==> src/rtl/gate_bist_pkg.sv <==
// Shared types and constants for the gate-model BIST controller.
// Pattern generator uses x^19+x^5+x^2+x+1; signature compactor uses x^10+x^3+1.
package gate_bist_pkg;

    localparam int IN_W_DEF  = 19;
    localparam int OUT_W_DEF = 10;
    localparam int PCNT_W    = 20;

    localparam logic [18:0] LFSR_TAPS = 19'h00013;
    localparam logic [9:0]  MISR_TAPS = 10'h009;

    typedef enum logic [2:0] {
        ST_IDLE,
        ST_APPLY,
        ST_SETTLE,
        ST_CAPTURE,
        ST_DONE
    } bist_state_t;

    // Bit 18 is the shifted-out bit; it always feeds back alongside the tap bits.
    function automatic logic [18:0] lfsr_next(input logic [18:0] p);
        return {p[17:0], p[18] ^ (^(p & LFSR_TAPS))};
    endfunction

endpackage

==> src/rtl/gate_bist_ctrl_if.sv <==
// Bundle between the test front-end, the BIST controller and one gate-model instance.
// The controller uses the slave view; the front-end/model side uses the master view.
interface gate_bist_ctrl_if
    import gate_bist_pkg::*;
#(
    parameter int IN_W  = IN_W_DEF,
    parameter int OUT_W = OUT_W_DEF
);
    logic              start;
    logic              abort;
    logic              mode;
    logic [PCNT_W-1:0] pat_count;
    logic [OUT_W-1:0]  golden;
    logic [IN_W-1:0]   dut_in;
    logic [OUT_W-1:0]  dut_out;
    logic              busy;
    logic              done;
    logic              pass;
    logic [OUT_W-1:0]  signature;

    modport master (
        output start, abort, mode, pat_count, golden, dut_out,
        input  dut_in, busy, done, pass, signature
    );

    modport slave (
        input  start, abort, mode, pat_count, golden, dut_out,
        output dut_in, busy, done, pass, signature
    );

endinterface

==> src/rtl/gate_bist_ctrl_misr.sv <==
// Multiple-input signature register: Galois-style shift with feedback taps,
// response word XORed in on every enabled cycle, synchronous reload to the seed.
module bist_misr #(
    parameter int             W    = 10,
    parameter logic [W-1:0]   TAPS = W'(9),
    parameter logic [W-1:0]   SEED = '0
) (
    input  logic         clk,
    input  logic         rst,
    input  logic         i_load,
    input  logic         i_en,
    input  logic [W-1:0] i_data,
    output logic [W-1:0] o_sig
);

    logic [W-1:0] r_sig;
    logic [W-1:0] w_fb;

    assign w_fb  = r_sig[W-1] ? TAPS : '0;
    assign o_sig = r_sig;

    always_ff @(posedge clk) begin
        if (rst || i_load) begin
            r_sig <= SEED;
        end else if (i_en) begin
            r_sig <= {r_sig[W-2:0], 1'b0} ^ w_fb ^ i_data;
        end
    end

endmodule

==> src/rtl/gate_bist_ctrl.sv <==
// BIST sequencer: drives patterns (binary count or LFSR) into a gate model,
// waits SETTLE_CYC cycles per pattern, and compacts the responses into a MISR.
module gate_bist_ctrl
    import gate_bist_pkg::*;
#(
    parameter int                IN_W       = IN_W_DEF,
    parameter int                OUT_W      = OUT_W_DEF,
    parameter int                SETTLE_CYC = 2,
    parameter logic [IN_W-1:0]   LFSR_SEED  = IN_W'(1),
    parameter logic [OUT_W-1:0]  MISR_SEED  = '0
) (
    input  logic             clk,
    input  logic             rst,
    gate_bist_ctrl_if.slave  bus
);

    localparam int CW = $clog2(SETTLE_CYC + 1) + 1;

    bist_state_t       r_state;
    bist_state_t       w_state_nxt;
    logic [IN_W-1:0]   r_pat;
    logic [IN_W-1:0]   r_dut_in;
    logic [IN_W-1:0]   w_pat_nxt;
    logic [PCNT_W-1:0] r_remain;
    logic [OUT_W-1:0]  r_golden;
    logic [CW-1:0]     r_settle_cnt;
    logic              r_mode;
    logic              r_done;
    logic              r_pass;
    logic              w_busy;
    logic              w_accept;
    logic              w_capture;
    logic              w_settle_last;
    logic [OUT_W-1:0]  w_sig;

    assign w_pat_nxt     = r_mode ? IN_W'(lfsr_next(19'(r_pat))) : r_pat + IN_W'(1);
    assign w_settle_last = (int'(r_settle_cnt) + 1 >= SETTLE_CYC);

    always_ff @(posedge clk) begin
        if (rst) begin
            r_state <= ST_IDLE;
        end else begin
            r_state <= w_state_nxt;
        end
    end

    // Abort out-ranks everything; start is only honoured from IDLE or DONE.
    always_comb begin
        w_state_nxt = r_state;
        case (r_state)
            ST_IDLE, ST_DONE: begin
                if (bus.abort) begin
                    w_state_nxt = ST_IDLE;
                end else if (bus.start) begin
                    w_state_nxt = (bus.pat_count == '0) ? ST_DONE : ST_APPLY;
                end
            end
            ST_APPLY: begin
                if (bus.abort) begin
                    w_state_nxt = ST_IDLE;
                end else begin
                    w_state_nxt = (SETTLE_CYC == 0) ? ST_CAPTURE : ST_SETTLE;
                end
            end
            ST_SETTLE: begin
                if (bus.abort) begin
                    w_state_nxt = ST_IDLE;
                end else if (w_settle_last) begin
                    w_state_nxt = ST_CAPTURE;
                end
            end
            ST_CAPTURE: begin
                if (bus.abort) begin
                    w_state_nxt = ST_IDLE;
                end else begin
                    w_state_nxt = (r_remain == PCNT_W'(1)) ? ST_DONE : ST_APPLY;
                end
            end
            default: w_state_nxt = ST_IDLE;
        endcase
    end

    always_comb begin
        w_busy    = 1'b0;
        w_accept  = 1'b0;
        w_capture = 1'b0;
        case (r_state)
            ST_IDLE, ST_DONE: w_accept  = bus.start && !bus.abort;
            ST_APPLY, ST_SETTLE: w_busy = 1'b1;
            ST_CAPTURE: begin
                w_busy    = 1'b1;
                w_capture = !bus.abort;
            end
            default: w_busy = 1'b0;
        endcase
    end

    always_ff @(posedge clk) begin
        if (rst) begin
            r_pat        <= '0;
            r_dut_in     <= '0;
            r_remain     <= '0;
            r_golden     <= '0;
            r_settle_cnt <= '0;
            r_mode       <= 1'b0;
            r_done       <= 1'b0;
            r_pass       <= 1'b0;
        end else begin
            if (w_busy && bus.abort) begin
                r_dut_in <= '0;
            end else begin
                case (r_state)
                    ST_IDLE, ST_DONE: begin
                        if (w_accept) begin
                            r_remain <= bus.pat_count;
                            r_golden <= bus.golden;
                            r_mode   <= bus.mode;
                            r_pat    <= bus.mode ? LFSR_SEED : '0;
                        end
                    end
                    ST_APPLY: begin
                        r_dut_in     <= r_pat;
                        r_settle_cnt <= '0;
                    end
                    ST_SETTLE:  r_settle_cnt <= r_settle_cnt + CW'(1);
                    ST_CAPTURE: begin
                        r_pat    <= w_pat_nxt;
                        r_remain <= r_remain - PCNT_W'(1);
                    end
                    default: r_settle_cnt <= '0;
                endcase
            end
            // Registered one cycle after DONE is entered; drops on the edge that leaves DONE.
            r_done <= (r_state == ST_DONE) && !w_accept && !bus.abort;
            r_pass <= (r_state == ST_DONE) && !w_accept && !bus.abort && (w_sig == r_golden);
        end
    end

    bist_misr #(
        .W    (OUT_W),
        .TAPS (OUT_W'(MISR_TAPS)),
        .SEED (MISR_SEED)
    ) u_misr (
        .clk    (clk),
        .rst    (rst),
        .i_load (w_accept),
        .i_en   (w_capture),
        .i_data (bus.dut_out),
        .o_sig  (w_sig)
    );

    assign bus.dut_in    = r_dut_in;
    assign bus.busy      = w_busy;
    assign bus.done      = r_done;
    assign bus.pass      = r_pass;
    assign bus.signature = w_sig;

endmodule

==> src/flat_wrapper.sv <==
// flat-port wrapper written by rule: the top's interface ports become plain ports
module gate_bist_ctrl_flat import gate_bist_pkg::*;
#(
    parameter int                IN_W       = IN_W_DEF,
    parameter int                OUT_W      = OUT_W_DEF,
    parameter int                SETTLE_CYC = 2,
    parameter logic [IN_W-1:0]   LFSR_SEED  = IN_W'(1),
    parameter logic [OUT_W-1:0]  MISR_SEED  = '0
)
  (clk, rst, bus_start, bus_abort, bus_mode, bus_pat_count, bus_golden, bus_dut_out, bus_dut_in, bus_busy, bus_done, bus_pass, bus_signature);
  gate_bist_ctrl_if #(.IN_W(IN_W), .OUT_W(OUT_W)) bus_i ();
  input  logic clk;
  input  logic rst;
  input wire logic [$bits(bus_i.start)-1:0] bus_start;
  input wire logic [$bits(bus_i.abort)-1:0] bus_abort;
  input wire logic [$bits(bus_i.mode)-1:0] bus_mode;
  input wire logic [$bits(bus_i.pat_count)-1:0] bus_pat_count;
  input wire logic [$bits(bus_i.golden)-1:0] bus_golden;
  input wire logic [$bits(bus_i.dut_out)-1:0] bus_dut_out;
  output wire logic [$bits(bus_i.dut_in)-1:0] bus_dut_in;
  output wire logic [$bits(bus_i.busy)-1:0] bus_busy;
  output wire logic [$bits(bus_i.done)-1:0] bus_done;
  output wire logic [$bits(bus_i.pass)-1:0] bus_pass;
  output wire logic [$bits(bus_i.signature)-1:0] bus_signature;
  assign bus_i.start = bus_start;
  assign bus_i.abort = bus_abort;
  assign bus_i.mode = bus_mode;
  assign bus_i.pat_count = bus_pat_count;
  assign bus_i.golden = bus_golden;
  assign bus_i.dut_out = bus_dut_out;
  assign bus_dut_in = bus_i.dut_in;
  assign bus_busy = bus_i.busy;
  assign bus_done = bus_i.done;
  assign bus_pass = bus_i.pass;
  assign bus_signature = bus_i.signature;
  gate_bist_ctrl #(.IN_W(IN_W), .OUT_W(OUT_W), .SETTLE_CYC(SETTLE_CYC), .LFSR_SEED(LFSR_SEED), .MISR_SEED(MISR_SEED)) u_core (.clk(clk), .rst(rst), .bus(bus_i));
endmodule
==> config.mk <==
export PLATFORM = sky130hd
export DESIGN_NAME = gate_bist_ctrl_flat
export DESIGN_NICKNAME = d
export VERILOG_FILES = /design/src/rtl/gate_bist_pkg.sv /design/src/rtl/gate_bist_ctrl_if.sv /design/src/rtl/gate_bist_ctrl_misr.sv /design/src/rtl/gate_bist_ctrl.sv /design/src/flat_wrapper.sv
export SDC_FILE = /design/constraint.sdc
export NUM_CORES = 1
export LEC_CHECK = 0
export BUFFER_PORTS_ARGS = -buffer_cell sky130_fd_sc_hd__buf_2
export CORE_MARGIN = 2
export CORE_UTILIZATION = 55
export DETAILED_ROUTE_END_ITERATION = 10
export GPL_TIMING_DRIVEN = 0
export MAX_ROUTING_LAYER = met4
export PLACE_DENSITY = 0.77
export SLEW_MARGIN = 10
export SYNTH_ARGS = -nofsm -noshare
export SYNTH_HDL_FRONTEND = slang
export SYNTH_HIERARCHICAL = 1
export SYNTH_SLANG_ARGS = --single-unit
==> constraint.sdc <==
create_clock -name clk -period 4.1 [get_ports clk]
set_clock_uncertainty 0.2 [all_clocks]
set_input_delay 0.615 -clock clk [delete_from_list [all_inputs] [get_ports clk]]
set_output_delay 0.615 -clock clk [all_outputs]
set_load 0.02 [all_outputs]
# Word-level counts from Yosys, hierarchy flattened
# Index checks and enable logic that the tools add are counted.
# totals
wordCells,69
output_inout_bits,32
register_bits,87
inputBits,45
# op_classes
order_cmp,1
bitwise,5
mux,20
n_reduce_logical,20
n_eq_ne,9
add_sub_neg,4
# op_table
cell,count
$pmux W20 S2,1
$mux W19,2
$pmux W19 S2,1
$ge A32 B3 Y1 const B,1
$mux W3,7
$eq A20 B1 Y1 const B,1
$logic_not A20 Y1,1
$mux W20,1
$sub A20 B1 Y20 const B,1
$xor A10 B10 Y10,2
$add A19 B1 Y19 const B,1
$reduce_xor A19 Y1,1
$pmux W3 S4,1
$eq A10 B10 Y1,1
$eq A3 B2 Y1 const B,2
$pmux W3 S2,1
$reduce_and A3 Y1,2
$reduce_or A3 Y1,2
$logic_and A1 B1 Y1,5
$add A3 B1 Y4 const B,1
$mux W1,4
$mux W4,1
$reduce_and A2 Y1,2
$reduce_or A2 Y1,2
13 further kinds,15

# Depth between registers and ports, before layout
# depth
word_depth,7
ltp_mapped,10
depth_no_buf,6

# Modules after synthesis
# The synthesis kept the hierarchy.
# modules_own_cells
module,area_per_inst_um2,cells_per_inst,n_inst,seq_area_each_um2
gate_bist_ctrl,4103.9,552,1,1541.5
bist_misr,444.2,44,1,200.2

# Worst setup path before layout
# Ideal clock, no wire load.
# synth_path
path_type,input -> register
start,input port bus_abort
end,register u_core.u_misr.r_sig[9] (netlist: u_core/u_misr/o_sig[9])
stages,10
slack_ns,1.568
path_buffers,6
setup_ns,0.086
t_required_ns,3.814
t_arrival_ns,2.247
path_cell_list,clkbuf_2 nand4bb_1 buf_6 inv_1 clkbuf_1 clkbuf_1 buf_4 buf_4 nor2_1 a211oi_1
# synth_via
word_cells_on_any_way,5
classes_between,mux (2); reduce/logical (3)
# synth_rtl
item,line_no,text
"start, declared",flat_wrapper.sv:15,input wire logic [$bits(bus_i.abort)-1:0] bus_abort;
$logic_not A1 Y1,gate_bist_ctrl.sv:92,w_capture = !bus.abort;
$mux W1,gate_bist_ctrl.sv:87,case (r_state)
named net u_core.w_capture,gate_bist_ctrl.sv:32,logic w_capture;
"end signal, assigned",gate_bist_ctrl_misr.sv:26,"r_sig <= {r_sig[W-2:0], 1'b0} ^ w_fb ^ i_data;"
"end, declared",gate_bist_ctrl_misr.sv:16,logic [W-1:0] r_sig;
# The timed path passes the listed nets, and every way through them passes these cells.
# A chain may end at the register's enable or synchronous reset.

# Worst setup path after layout
# Same ends and word-level chain as after synthesis.

==> flow_summary.json <==
{
  "status": "finished, final reports clean",
  "cts_tree": "built",
  "cts_sinks": 87,
  "h-tree-depth": 3,
  "fin_crit_ns": 2.826,
  "setup_ws_ns": 1.274,
  "n_antenna_cell": 0,
  "root_buffer": "clkbuf_8",
  "drive_gt1_frac": 0.1587,
  "drtIter0Drc": 391,
  "post-route-util": 0.6434,
  "dieArea_um2": 9013,
  "grt_pass1_vias": 4332,
  "cts_buffers": 9,
  "netlist_instances": 596,
  "clk_transition_reported_paths_ns": 0.09,
  "rsz0062_at_grt": "no",
  "wire_per_inst_um": 15.54,
  "pwr-share-clk": 0.330,
  "critPathKind": "input port to register",
  "leakage_nw": 1.968,
  "synth_top_area_share": 0.3829,
  "yosys-top-cells-count": "103 x nand2_1, 87 x dfxtp_1, 66 x a21oi_1",
  "yosysWarnings": 6,
  "p_sw_w": 0.0005253,
  "critPathCaptureType": "register",
  "post-synth-top-count-cell": "nand2_1",
  "max_freq_mhz": 353.9,
  "vias": 4736,
  "synth_edf_count": 0,
  "hold_violations": 0,
  "drt-total-wl_um": 12310,
  "clkLatencyLatePin_ns": 0.37,
  "dp_hpwl_um": 8701,
  "fp.dieW_um": 94.94,
  "ant_nets": 0,
  "grt_max_degree": 17,
  "yosysSeqAreaShare": 0.3829,
  "yosysTopAreaCell": "dfxtp_1",
  "max-cap-violations": 0,
  "die_y_um": 94.94,
  "synth_ff_type": "dfxtp_1",
  "crit_path_start_kind": "input port",
  "start_util": 0.5591,
  "overflow": 0,
  "place.gp.congestion": 0.8979,
  "num_rows": 33,
  "worstPathArrival_ns": 2.90,
  "tns_ns": 0,
  "syn-num-nets": 646,
  "via_per_inst": 5.980,
  "p_sw_frac": 0.3059,
  "finalSetupViolCount": 0,
  "numPortBuffers": 75,
  "async_flop_share": 0,
  "drv_slew": 0,
  "drt_pass1_iterations": 5,
  "grt_pass1_wl_um": 20140,
  "synth.avg_cell_area_um2": 7.631,
  "fillers": 745,
  "area_delta_synth_final_pct": 15.08,
  "cp_data_required_time_ns": 4.17,
  "ir_drop_uv": 174.6,
  "synth.distinct_cells": 65,
  "drc_errors": 0,
  "synth.cell_area_um2": 4548,
  "fp.coreArea_um2": 8134,
  "seq_power_share": 0.520,
  "relSlewSlack": 0.2074,
  "final_nets": 732,
  "finalCritPeriodShare": 0.6892,
  "pwr-share-comb": 0.150,
  "worst_slew_pin_slew_ns": 1.178,
  "antenna_found_initial": 0,
  "cts_setup_buffers": 0,
  "intPower_w": 0.001192,
  "path_max_fanout": 10,
  "clockBufferDepth": 2,
  "power.density_nw_per_um2": 328.1,
  "synth_seq_cells": 87,
  "dp_slack_ns": 0.9736,
  "io_pins": 77,
  "grt_usage": 0.2891,
  "cts_resized": 0,
  "yosys-top-cells-area": "dfxtp_1 38%, nand2_1 8.5%, a21oi_1 7.3%",
  "worstHoldPathType": "register to register",
  "hold_buffers": 0
}
critical path, cell delays in order:
cell	delay [ns]
clkbuf_2	0.16
nand4bb_1	0.24
buf_6	0.16
inv_1	0.08
clkbuf_1	0.30
clkbuf_1	0.55
buf_4	0.29
buf_4	0.19
nor2_1	0.05
a211oi_1	0.25
cell families after synthesis:
kind of cell | Yosys count | synth area share
muxes | 4 | 0.008804
buffers and inverters | 58 | 0.06107
and+or+nand+nor | 247 | 0.2520
adders and majority gates | 5 | 0.01376
AOI/OAI and AO/OA | 171 | 0.2319
DFF | 87 | 0.3829
xor gates and xnor gates | 24 | 0.04952
registers in the layout, summed over array words and instances (netlist names):
name                 count
u_core/bus.done          1
u_core/bus.dut_in       19
u_core/bus.pass          1
u_core/r_golden         10
u_core/r_mode            1
u_core/r_pat            19
u_core/r_remain         20
u_core/r_settle_cnt      3
u_core/r_state           3
u_core/u_misr/o_sig     10
final timing paths:
check / startpoint / end / slack [ns] / cells past startpoint
min: u_core/bus.dut_in[7] / u_core/bus.dut_in[7] / 0.26 / 2
max reg2reg: u_core/r_state[1] / u_core/u_misr/o_sig[9] / 1.37 / 9
max: bus_abort / u_core/u_misr/o_sig[9] / 1.27 / 10
min reg2reg: u_core/bus.dut_in[7] / u_core/bus.dut_in[7] / 0.26 / 2
layout by cell type (no fill, tap or decap), types with 4 or more instances in the layout:
master,count
a211oi_1,14
a21oi_1,66
a22oi_1,5
a2bb2oi_1,4
a31oi_1,7
and3_1,5
buf_2,78
clkbuf_1,30
clkbuf_8,13
dfxtp_1,87
ha_1,5
inv_1,16
mux2i_1,4
nand2_1,103
nand2b_1,4
nand3_1,19
nand4_1,7
nor2_1,55
nor3_1,15
nor4_1,18
o211ai_1,4
o21a_1,4
o21ai_0,31
o22ai_1,8
o31ai_1,5
or3_1,5
xnor2_1,17
xor2_1,6
layout make-up:
class | count | area (um2) | share of cell area
Buffer | 41 | 214.0 | 0.04088
Clock buffer | 9 | 123.9 | 0.02367
Clock inverter | 7 | 55.05 | 0.01052
Inverter | 17 | 63.81 | 0.01219
Multi-Input combinational cell | 451 | 2529 | 0.4831
Sequential cell | 87 | 1742 | 0.3328
Tap cell | 105 | 131.4 | 0.02510
Timing Repair Buffer | 75 | 375.4 | 0.07172
metrics by stage:
step	std cells	power [W]	hold WS, ns	cell area [um2]
after floorplan	596	0.001082	0.2259	4548
after global placement	776	0.001156	0.2397	5055
after detailed placement	776	0.001162	0.2455	5055
after CTS	792	0.001718	0.2592	5234
after global routing	792	0.001787	0.2720	5234
final	792	0.001717	0.2564	5234
routing by layer:
| layer | routed length [um] | track usage |
|---|---|---|
| met5 | 0 | - |
| met4 | 199 | 0.1147 |
| met3 | 939 | 0.03911 |
| met2 | 5851 | 0.4681 |
| met1 | 5315 | 0.3654 |
power groups by stage:
stage / clock (W) / sequential (W) / combinational, W
3_5_place_dp: 0 / 0.000912 / 0.000250
4_1_cts: 0.000573 / 0.000893 / 0.000252
5_1_grt: 0.000605 / 0.000898 / 0.000284
6_report: 0.000566 / 0.000894 / 0.000258
3_3_place_gp: 0 / 0.000911 / 0.000245
2_1_floorplan: 0 / 0.000907 / 0.000175
No activity file was read; power rests on OpenSTA's default activity.
